<file path="config.mk">
export PLATFORM = sky130hd
export DESIGN_NAME = pu_tag_result_collector
export DESIGN_NICKNAME = d
export VERILOG_FILES = /design/src/rtl/pu_tag_pkg.sv /design/src/rtl/pu_tag_result_stage.sv /design/src/rtl/sfifo2f_fo.sv /design/src/rtl/pu_tag_result_collector.sv
export SDC_FILE = /design/constraint.sdc
export NUM_CORES = 1
export LEC_CHECK = 0
export CAP_MARGIN = 15
export CORE_MARGIN = 4
export CORE_UTILIZATION = 46
export CTS_CLUSTER_SIZE = 24
export DETAILED_ROUTE_END_ITERATION = 12
export MAX_ROUTING_LAYER = met4
export PLACE_DENSITY = 0.72
export SLEW_MARGIN = 20
export SYNTH_ARGS = -nofsm -noshare
export SYNTH_HDL_FRONTEND = slang
export SYNTH_SLANG_ARGS = --single-unit
</file>
<file path="constraint.sdc">
create_clock -name clk -period 11.03 [get_ports clk]
set_input_delay 2.206 -clock clk [delete_from_list [all_inputs] [get_ports clk]]
set_output_delay 2.206 -clock clk [all_outputs]
set_load 0.05 [all_outputs]
</file>
<file path="src/rtl/pu_tag_pkg.sv">
// rtl/pu_tag_pkg.sv - shared types and constants for the PU tag result collector
package pu_tag_pkg;

    localparam int TAG_RCI_NBITS = 16;
    localparam int TAG_PID_NBITS = 4;

    localparam int MAX_HITS = 8;
    // A record with zero hits is streamed as a single miss beat.
    localparam logic [3:0] MISS_COUNT = 4'd0;

    typedef struct packed {
        logic [TAG_PID_NBITS-1:0]                   pid;
        logic [3:0]                                 count;
        logic [MAX_HITS-1:0][TAG_RCI_NBITS-1:0]     rci;
    } tag_rec_t;

    typedef enum logic [0:0] {
        ST_IDLE,
        ST_SEND
    } out_state_e;

endpackage

</file>
<file path="src/rtl/pu_tag_result_stage.sv">
// rtl/pu_tag_result_stage.sv - staging slots and hit counter for one lookup; PU_TAG_RESULT_DEDUP_EN drops repeated RCIs
module pu_tag_result_stage
    import pu_tag_pkg::*;
#(
    parameter int RCI_NBITS = TAG_RCI_NBITS
) (
    input  logic                                clk,
    input  logic                                rst,
    input  logic                                hit_valid,
    input  logic [RCI_NBITS-1:0]                hit_rci,
    input  logic [2:0]                          hit_num,
    input  logic                                commit,
    output logic [3:0]                          commit_cnt,
    output logic [MAX_HITS-1:0][RCI_NBITS-1:0]  commit_rci,
    output logic                                hit_dropped
);
    logic [3:0]                         stage_cnt;
    logic [MAX_HITS-1:0][RCI_NBITS-1:0] slots;
    logic                               dup_hit;
    logic                               room;
    logic                               accept;

`ifdef PU_TAG_RESULT_DEDUP_EN
    always_comb begin
        dup_hit = 1'b0;
        for (int i = 0; i < MAX_HITS; i++) begin
            if ((4'(i) < stage_cnt) && (slots[i] == hit_rci)) begin
                dup_hit = 1'b1;
            end
        end
    end
`else
    assign dup_hit = 1'b0;
`endif

    assign room        = (stage_cnt < 4'(MAX_HITS));
    assign accept      = hit_valid && room && !dup_hit;
    assign hit_dropped = hit_valid && !room && !dup_hit;

    // A hit arriving with the status pulse is folded into the committed record.
    always_comb begin
        commit_rci = slots;
        commit_cnt = stage_cnt;
        if (accept) begin
            commit_rci[stage_cnt[2:0]] = hit_rci;
            commit_cnt                 = stage_cnt + 4'd1;
        end
    end

    always_ff @(posedge clk or posedge rst) begin
        if (rst) begin
            stage_cnt <= '0;
            slots     <= '0;
        end else begin
            if (accept) begin
                slots[stage_cnt[2:0]] <= hit_rci;
            end
            if (commit) begin
                stage_cnt <= '0;
            end else if (accept) begin
                stage_cnt <= stage_cnt + 4'd1;
            end
        end
    end

`ifndef SYNTHESIS
    assert property (@(posedge clk) disable iff (rst) accept |-> (hit_num == stage_cnt[2:0]));
`endif

endmodule

</file>
<file path="src/rtl/sfifo2f_fo.sv">
// rtl/sfifo2f_fo.sv - synchronous first-word-fall-through FIFO with head and next-entry peek
module sfifo2f_fo #(
    parameter int WIDTH       = 8,
    parameter int DEPTH_NBITS = 2
) (
    input  logic                   clk,
    input  logic                   rst,
    input  logic                   push,
    input  logic [WIDTH-1:0]       din,
    input  logic                   pop,
    output logic [WIDTH-1:0]       dout,
    output logic [WIDTH-1:0]       dout_next,
    output logic [DEPTH_NBITS:0]   count,
    output logic                   full,
    output logic                   empty
);
    localparam int DEPTH = 1 << DEPTH_NBITS;

    logic [WIDTH-1:0]       mem [DEPTH];
    logic [DEPTH_NBITS-1:0] rd_ptr;
    logic [DEPTH_NBITS-1:0] rd_ptr_inc;
    logic [DEPTH_NBITS-1:0] wr_ptr;
    logic                   do_push;
    logic                   do_pop;

    assign full       = (count == (DEPTH_NBITS+1)'(DEPTH));
    assign empty      = (count == '0);
    assign do_push    = push && !full;
    assign do_pop     = pop && !empty;
    assign rd_ptr_inc = rd_ptr + 1'b1;
    assign dout       = mem[rd_ptr];
    assign dout_next  = mem[rd_ptr_inc];

    always_ff @(posedge clk) begin
        if (do_push) begin
            mem[wr_ptr] <= din;
        end
    end

    always_ff @(posedge clk or posedge rst) begin
        if (rst) begin
            rd_ptr <= '0;
            wr_ptr <= '0;
            count  <= '0;
        end else begin
            if (do_push) begin
                wr_ptr <= wr_ptr + 1'b1;
            end
            if (do_pop) begin
                rd_ptr <= rd_ptr_inc;
            end
            case ({do_push, do_pop})
                2'b10:   count <= count + 1'b1;
                2'b01:   count <= count - 1'b1;
                default: count <= count;
            endcase
        end
    end

endmodule

</file>
<file path="src/rtl/pu_tag_result_collector.sv">
// rtl/pu_tag_result_collector.sv - commits staged tag hits as records and streams them per PU; PU_TAG_RESULT_DEDUP_EN enables hit dedup
module pu_tag_result_collector
    import pu_tag_pkg::*;
#(
    parameter int RCI_NBITS       = TAG_RCI_NBITS,
    parameter int PID_NBITS       = TAG_PID_NBITS,
    parameter int REC_DEPTH_NBITS = 2,
    parameter int IN_FLIGHT       = 2
) (
    input  logic                   clk,
    input  logic                   rst,
    input  logic                   tag_lookup_valid,
    input  logic [RCI_NBITS-1:0]   tag_lookup_result,
    input  logic [PID_NBITS-1:0]   tag_lookup_result_pid,
    input  logic [2:0]             tag_lookup_result_num,
    input  logic                   tag_lookup_status_valid,
    input  logic [3:0]             tag_lookup_status,
    input  logic [PID_NBITS-1:0]   tag_lookup_status_pid,
    output logic                   tag_key_ready,
    output logic                   res_valid,
    input  logic                   res_ready,
    output logic [PID_NBITS-1:0]   res_pid,
    output logic [RCI_NBITS-1:0]   res_data,
    output logic                   res_last,
    output logic                   res_miss,
    output logic                   overflow_err,
    output logic [7:0]             drop_cnt
);
    localparam int REC_DEPTH = 1 << REC_DEPTH_NBITS;

    logic [3:0]                         commit_cnt;
    logic [MAX_HITS-1:0][RCI_NBITS-1:0] commit_rci;
    logic                               hit_dropped;
    logic                               record_drop;

    tag_rec_t                           stage_rec;
    tag_rec_t                           fifo_head;
    tag_rec_t                           fifo_next;
    tag_rec_t                           out_rec;
    logic [REC_DEPTH_NBITS:0]           fifo_count;
    logic [REC_DEPTH_NBITS:0]           fifo_free;
    logic                               fifo_full;
    logic                               fifo_empty;
    logic                               fifo_pop;

    out_state_e                         state;
    out_state_e                         state_nxt;
    logic [2:0]                         beat_idx;
    logic [2:0]                         beat_idx_nxt;
    logic                               load_head;
    logic                               load_next;
    logic                               last_beat;

    pu_tag_result_stage #(
        .RCI_NBITS (RCI_NBITS)
    ) u_stage (
        .clk         (clk),
        .rst         (rst),
        .hit_valid   (tag_lookup_valid),
        .hit_rci     (tag_lookup_result),
        .hit_num     (tag_lookup_result_num),
        .commit      (tag_lookup_status_valid),
        .commit_cnt  (commit_cnt),
        .commit_rci  (commit_rci),
        .hit_dropped (hit_dropped)
    );

    always_comb begin
        stage_rec       = '0;
        stage_rec.pid   = tag_lookup_status_pid;
        stage_rec.count = commit_cnt;
        stage_rec.rci   = commit_rci;
    end

    sfifo2f_fo #(
        .WIDTH       ($bits(tag_rec_t)),
        .DEPTH_NBITS (REC_DEPTH_NBITS)
    ) u_rec_fifo (
        .clk       (clk),
        .rst       (rst),
        .push      (tag_lookup_status_valid),
        .din       (stage_rec),
        .pop       (fifo_pop),
        .dout      (fifo_head),
        .dout_next (fifo_next),
        .count     (fifo_count),
        .full      (fifo_full),
        .empty     (fifo_empty)
    );

    assign record_drop = tag_lookup_status_valid && fifo_full;
    assign fifo_free   = (REC_DEPTH_NBITS+1)'(REC_DEPTH) - fifo_count;

    // The record being streamed stays at the FIFO head until its last beat is taken.
    assign last_beat = (out_rec.count == MISS_COUNT) ||
                       ({1'b0, beat_idx} == (out_rec.count - 4'd1));

    always_comb begin
        state_nxt    = state;
        beat_idx_nxt = beat_idx;
        load_head    = 1'b0;
        load_next    = 1'b0;
        fifo_pop     = 1'b0;
        case (state)
            ST_IDLE: begin
                if (!fifo_empty) begin
                    load_head    = 1'b1;
                    beat_idx_nxt = '0;
                    state_nxt    = ST_SEND;
                end
            end
            ST_SEND: begin
                if (res_ready) begin
                    if (last_beat) begin
                        fifo_pop     = 1'b1;
                        beat_idx_nxt = '0;
                        if (fifo_count > (REC_DEPTH_NBITS+1)'(1)) begin
                            load_next = 1'b1;
                        end else begin
                            state_nxt = ST_IDLE;
                        end
                    end else begin
                        beat_idx_nxt = beat_idx + 3'd1;
                    end
                end
            end
            default: state_nxt = ST_IDLE;
        endcase
    end

    always_ff @(posedge clk or posedge rst) begin
        if (rst) begin
            state    <= ST_IDLE;
            beat_idx <= '0;
            out_rec  <= '0;
        end else begin
            state    <= state_nxt;
            beat_idx <= beat_idx_nxt;
            if (load_head) begin
                out_rec <= fifo_head;
            end else if (load_next) begin
                out_rec <= fifo_next;
            end
        end
    end

    always_ff @(posedge clk or posedge rst) begin
        if (rst) begin
            tag_key_ready <= 1'b1;
            overflow_err  <= 1'b0;
            drop_cnt      <= '0;
        end else begin
            tag_key_ready <= (fifo_free > (REC_DEPTH_NBITS+1)'(IN_FLIGHT));
            if (record_drop || hit_dropped) begin
                overflow_err <= 1'b1;
            end
            if (record_drop && (drop_cnt != 8'hFF)) begin
                drop_cnt <= drop_cnt + 8'd1;
            end
        end
    end

    assign res_valid = (state == ST_SEND);
    assign res_pid   = res_valid ? out_rec.pid : '0;
    assign res_miss  = res_valid && (out_rec.count == MISS_COUNT);
    assign res_last  = res_valid && last_beat;
    assign res_data  = (res_valid && !res_miss) ? out_rec.rci[beat_idx] : '0;

`ifndef SYNTHESIS
    assert property (@(posedge clk) disable iff (rst)
        tag_lookup_status_valid |-> (tag_lookup_status == commit_cnt));
`endif

endmodule
</file>
==> results.yml <==
die:
  coreArea_sq_um: 79100
  die_w_microns: 291
  pin_count: 69
  rows: 103
  die_area_sq_um: 84500
  die_height_microns: 291
  initial_core_util_pct: 46.5
logic_synthesis:
  ys.flop_type: "edfxtp_1"
  synth_fa_ha_area_share_pct: 0.511
  ys_seq_elements: 833
  yosys.area_share.simple_pct: 6.55
  syn_inst: 2581
  yosysWarnings: 0
  synthArstFlopShare_pct: 34.7
  synth_edf_count: 544
  synth_top_area_cell: "edfxtp_1"
  yosys-mux-area-fraction_pct: 15.8
  synth_top_area_share_pct: 44.4
  synth.distinct_cells: 51
  synth_compound_area_share_pct: 8.71
  synth.area.top_cells: "edfxtp_1 44%, dfrtp_1 20%, mux2_2 7.4%, mux4_2 4.9%, mux2i_1 3.5%"
  synth_nets: 2632
  synth_top_family_by_area: "multiplexers"
  avgSynthCellArea_sq_um: 14.2
  synth-xor-area-share_pct: 0.405
  seq_area_frac_synth_pct: 64.1
  synth_area_sq_um: 36800
clocking:
  post_cts_resized: 0
  cts_htree_levels: 3
  clkSinkCount: 833
  cts_setup_buffers: 0
  cts.reportedPaths.clkPinSlew_ps: 60
  numCtsBuffers: 81
  clock_path_buffers: 3
  insertion_delay_ps: 630
  root_buffer: "clkbuf_16"
  ctsHoldBuffers: 0
  tritoncts: "yes"
critical_path:
  setup.worst_path.end_class: "output port"
  worstPathArrival_ps: 4100
  cpPeakStageDelay_ps: 750
  critical_path.slowest_cell: "clkdlybuf4s50_1"
  cp-start-kind: "flip-flop"
  cp_max_fo: 31
  path_class: "flip-flop to output port"
  path_cells: "buf_4, mux4_2, mux2i_1, nor2_1, clkdlybuf4s50_1"
  required_ps: 8820
timing:
  fin_skew_ps: 20.8
  rsz0062_at_grt: "false"
  worst_slew_pin_slew_ps: 1170
  min_period_over_period_pct: 57.1
  final-hold-violation-count: 0
  fin_crit_ps: 6300
  tns_ps: 0
  fmax_ghz: 0.159
  setup_viol_count_final: 0
  slew_headroom_pct: 21.8
  slew_viol_final: 0
layout:
  area_delta_synth_final_pct: 11.1
  fin_nets: 2597
  final_common_cell: "edfxtp_1"
  fin_area_sq_um: 40800
  final_cell_mix: "544 x edfxtp_1, 284 x dfrtp_1, 242 x mux2_2"
  drive_gt1_share_pct: 19.5
drt:
  wire_per_inst_microns: 23.8
  totalWireLength_microns: 87300
  drt_iter0_markers: 2247
  top_layer: "met4"
  ant_nets: 0
  via_count: 22579
  route.met3.wl_microns: 6180
  viasPerCell: 6.16
  drt_first_pass_iters: 6
  drt-met1-wl_microns: 36900
  dr_wl_met2_microns: 42400
  remaining_drc_errors: 0
job:
  cap_violations: 0
power:
  peakVddDrop_mv: 0.326
  p_int_mw: 6.12
  p_comb_share_pct: 14.8
  power.leakage_nw: 14.7
  pwr-share-clk_pct: 34.0
  p_seq_share_pct: 51.2
  switching_share_pct: 26.4
  powerDensity_nw_per_um2: 204
  p_switching_mw: 2.20
global_route:
  grt_pass1_vias: 23219
  grt_start_max_net_pins: 226
  grt_pass1_wl_microns: 133000
  overflow: 0
  antenna_found_initial: 4
  grtUsageTotal_pct: 20.7
placement:
  placed_area_sq_um: 38000
  gp_congestion: 0.758
  hpwl_microns: 43400
  port_buffers: 57
min_path:
  hp-class: "flip-flop to flip-flop"
outcome:
  status: "finished clean"
==> worst max-delay path, delay by kind of cell (launching register included) <==
kind	cells	cell delay (ps)
buffers and inverters	2	1490
muxes	2	1290
and+or+nand+nor	1	140
DFF	1	460
==> cell families after synthesis <==
logic type	after synthesis
compound gates	495
xor+xnor	17
fa+ha+maj	15
buf+inv	329
flops	833
mux	450
simple gates	442
==> cells in the mapped netlist, types with 3 or more instances <==
cell type	instances
edfxtp_1	544
dfrtp_1	288
mux2_2	242
o21ai_0	232
mux2i_1	128
nand2_1	127
inv_1	122
nor3_1	113
nor3b_1	112
o221ai_1	112
o22ai_1	112
clkbuf_1	106
mux4_2	80
buf_2	55
and2_1	31
nor2_1	28
buf_1	25
a221o_1	24
buf_6	15
ha_1	15
nor2b_1	10
xnor2_1	10
xor2_1	7
buf_4	5
nand3_1	4
and3_1	3
nand4_1	3
==> routing by layer <==
metal | vias to the layer above | track usage, %
met2 | 852 | 33.6
li1 | 9835 | -
met1 | 11747 | 27.4
met3 | 145 | 3.36
met5 | - | -
met4 | 0 | 5.84
==> area by class of cell <==
| type | instances | area (sq um) |
|---|---|---|
| flip-flops and latches | 833 | 23600 |
| well taps | 1050 | 1310 |
| multi-input cells | 1419 | 11800 |
| repair buffers | 89 | 905 |
| inverters | 122 | 465 |
| fillers | 6437 | 38300 |
| diodes | 3 | 7.51 |
| clock buffers | 112 | 2310 |
| clock inverters | 39 | 435 |
==> power groups by stage <==
stage	logic, mW	clock network (mW)	registers [mW]
2_1_floorplan	0.781	0	4.32
3_3_place_gp	1.19	0	4.26
3_5_place_dp	1.23	0	4.31
4_1_cts	1.24	2.87	4.25
5_1_grt	1.33	3.01	4.29
6_report	1.23	2.83	4.26
==> sequential cells by signal (all words and copies together), names as in the netlist <==
| signal | cells |
|---|---|
| u_stage.slots | 128 |
| u_rec_fifo.mem | 544 |
| tag_key_ready | 1 |
| u_rec_fifo.count | 3 |
| res_valid | 1 |
| u_rec_fifo.wr_ptr | 2 |
| overflow_err | 1 |
| u_rec_fifo.rd_ptr | 2 |
| u_stage.stage_cnt | 4 |
| drop_cnt | 8 |
| beat_idx | 3 |
| out_rec | 136 |
==> path summary, 6_finish.rpt <==
| path | startpoint | end | slack (ps) | depth (start not counted) |
|---|---|---|---|---|
| worst max register to register | beat_idx[0] | out_rec[34] | 6430 | 8 |
| worst min register to register | drop_cnt[5] | drop_cnt[5] | 490 | 1 |
| min in group asynchronous | rst | out_rec[14] | 2110 | 2 |
| worst min-delay path | drop_cnt[5] | drop_cnt[5] | 490 | 1 |
| max in group asynchronous | rst | u_rec_fifo.rd_ptr[1] | 7560 | 3 |
| worst max-delay path | beat_idx[0] | res_data[3] | 4730 | 5 |
==> through the flow <==
| stage | power [mW] | hold slack (ps) | cells | worst slack, ps | util, % |
|---|---|---|---|---|---|
| after detailed placement | 5.54 | 481 | 3512 | 4880 | 48.1 |
| after floorplan | 5.10 | 472 | 2581 | 848 | - |
| after CTS | 8.35 | 497 | 3663 | 4710 | 51.5 |
| final | 8.31 | 492 | 3667 | 4730 | 51.6 |
| after global routing | 8.63 | 520 | 3667 | 4630 | 51.6 |
| after global placement | 5.45 | 476 | 3512 | 4910 | 48.1 |
Note: power is estimated with default switching activity, not from simulation.
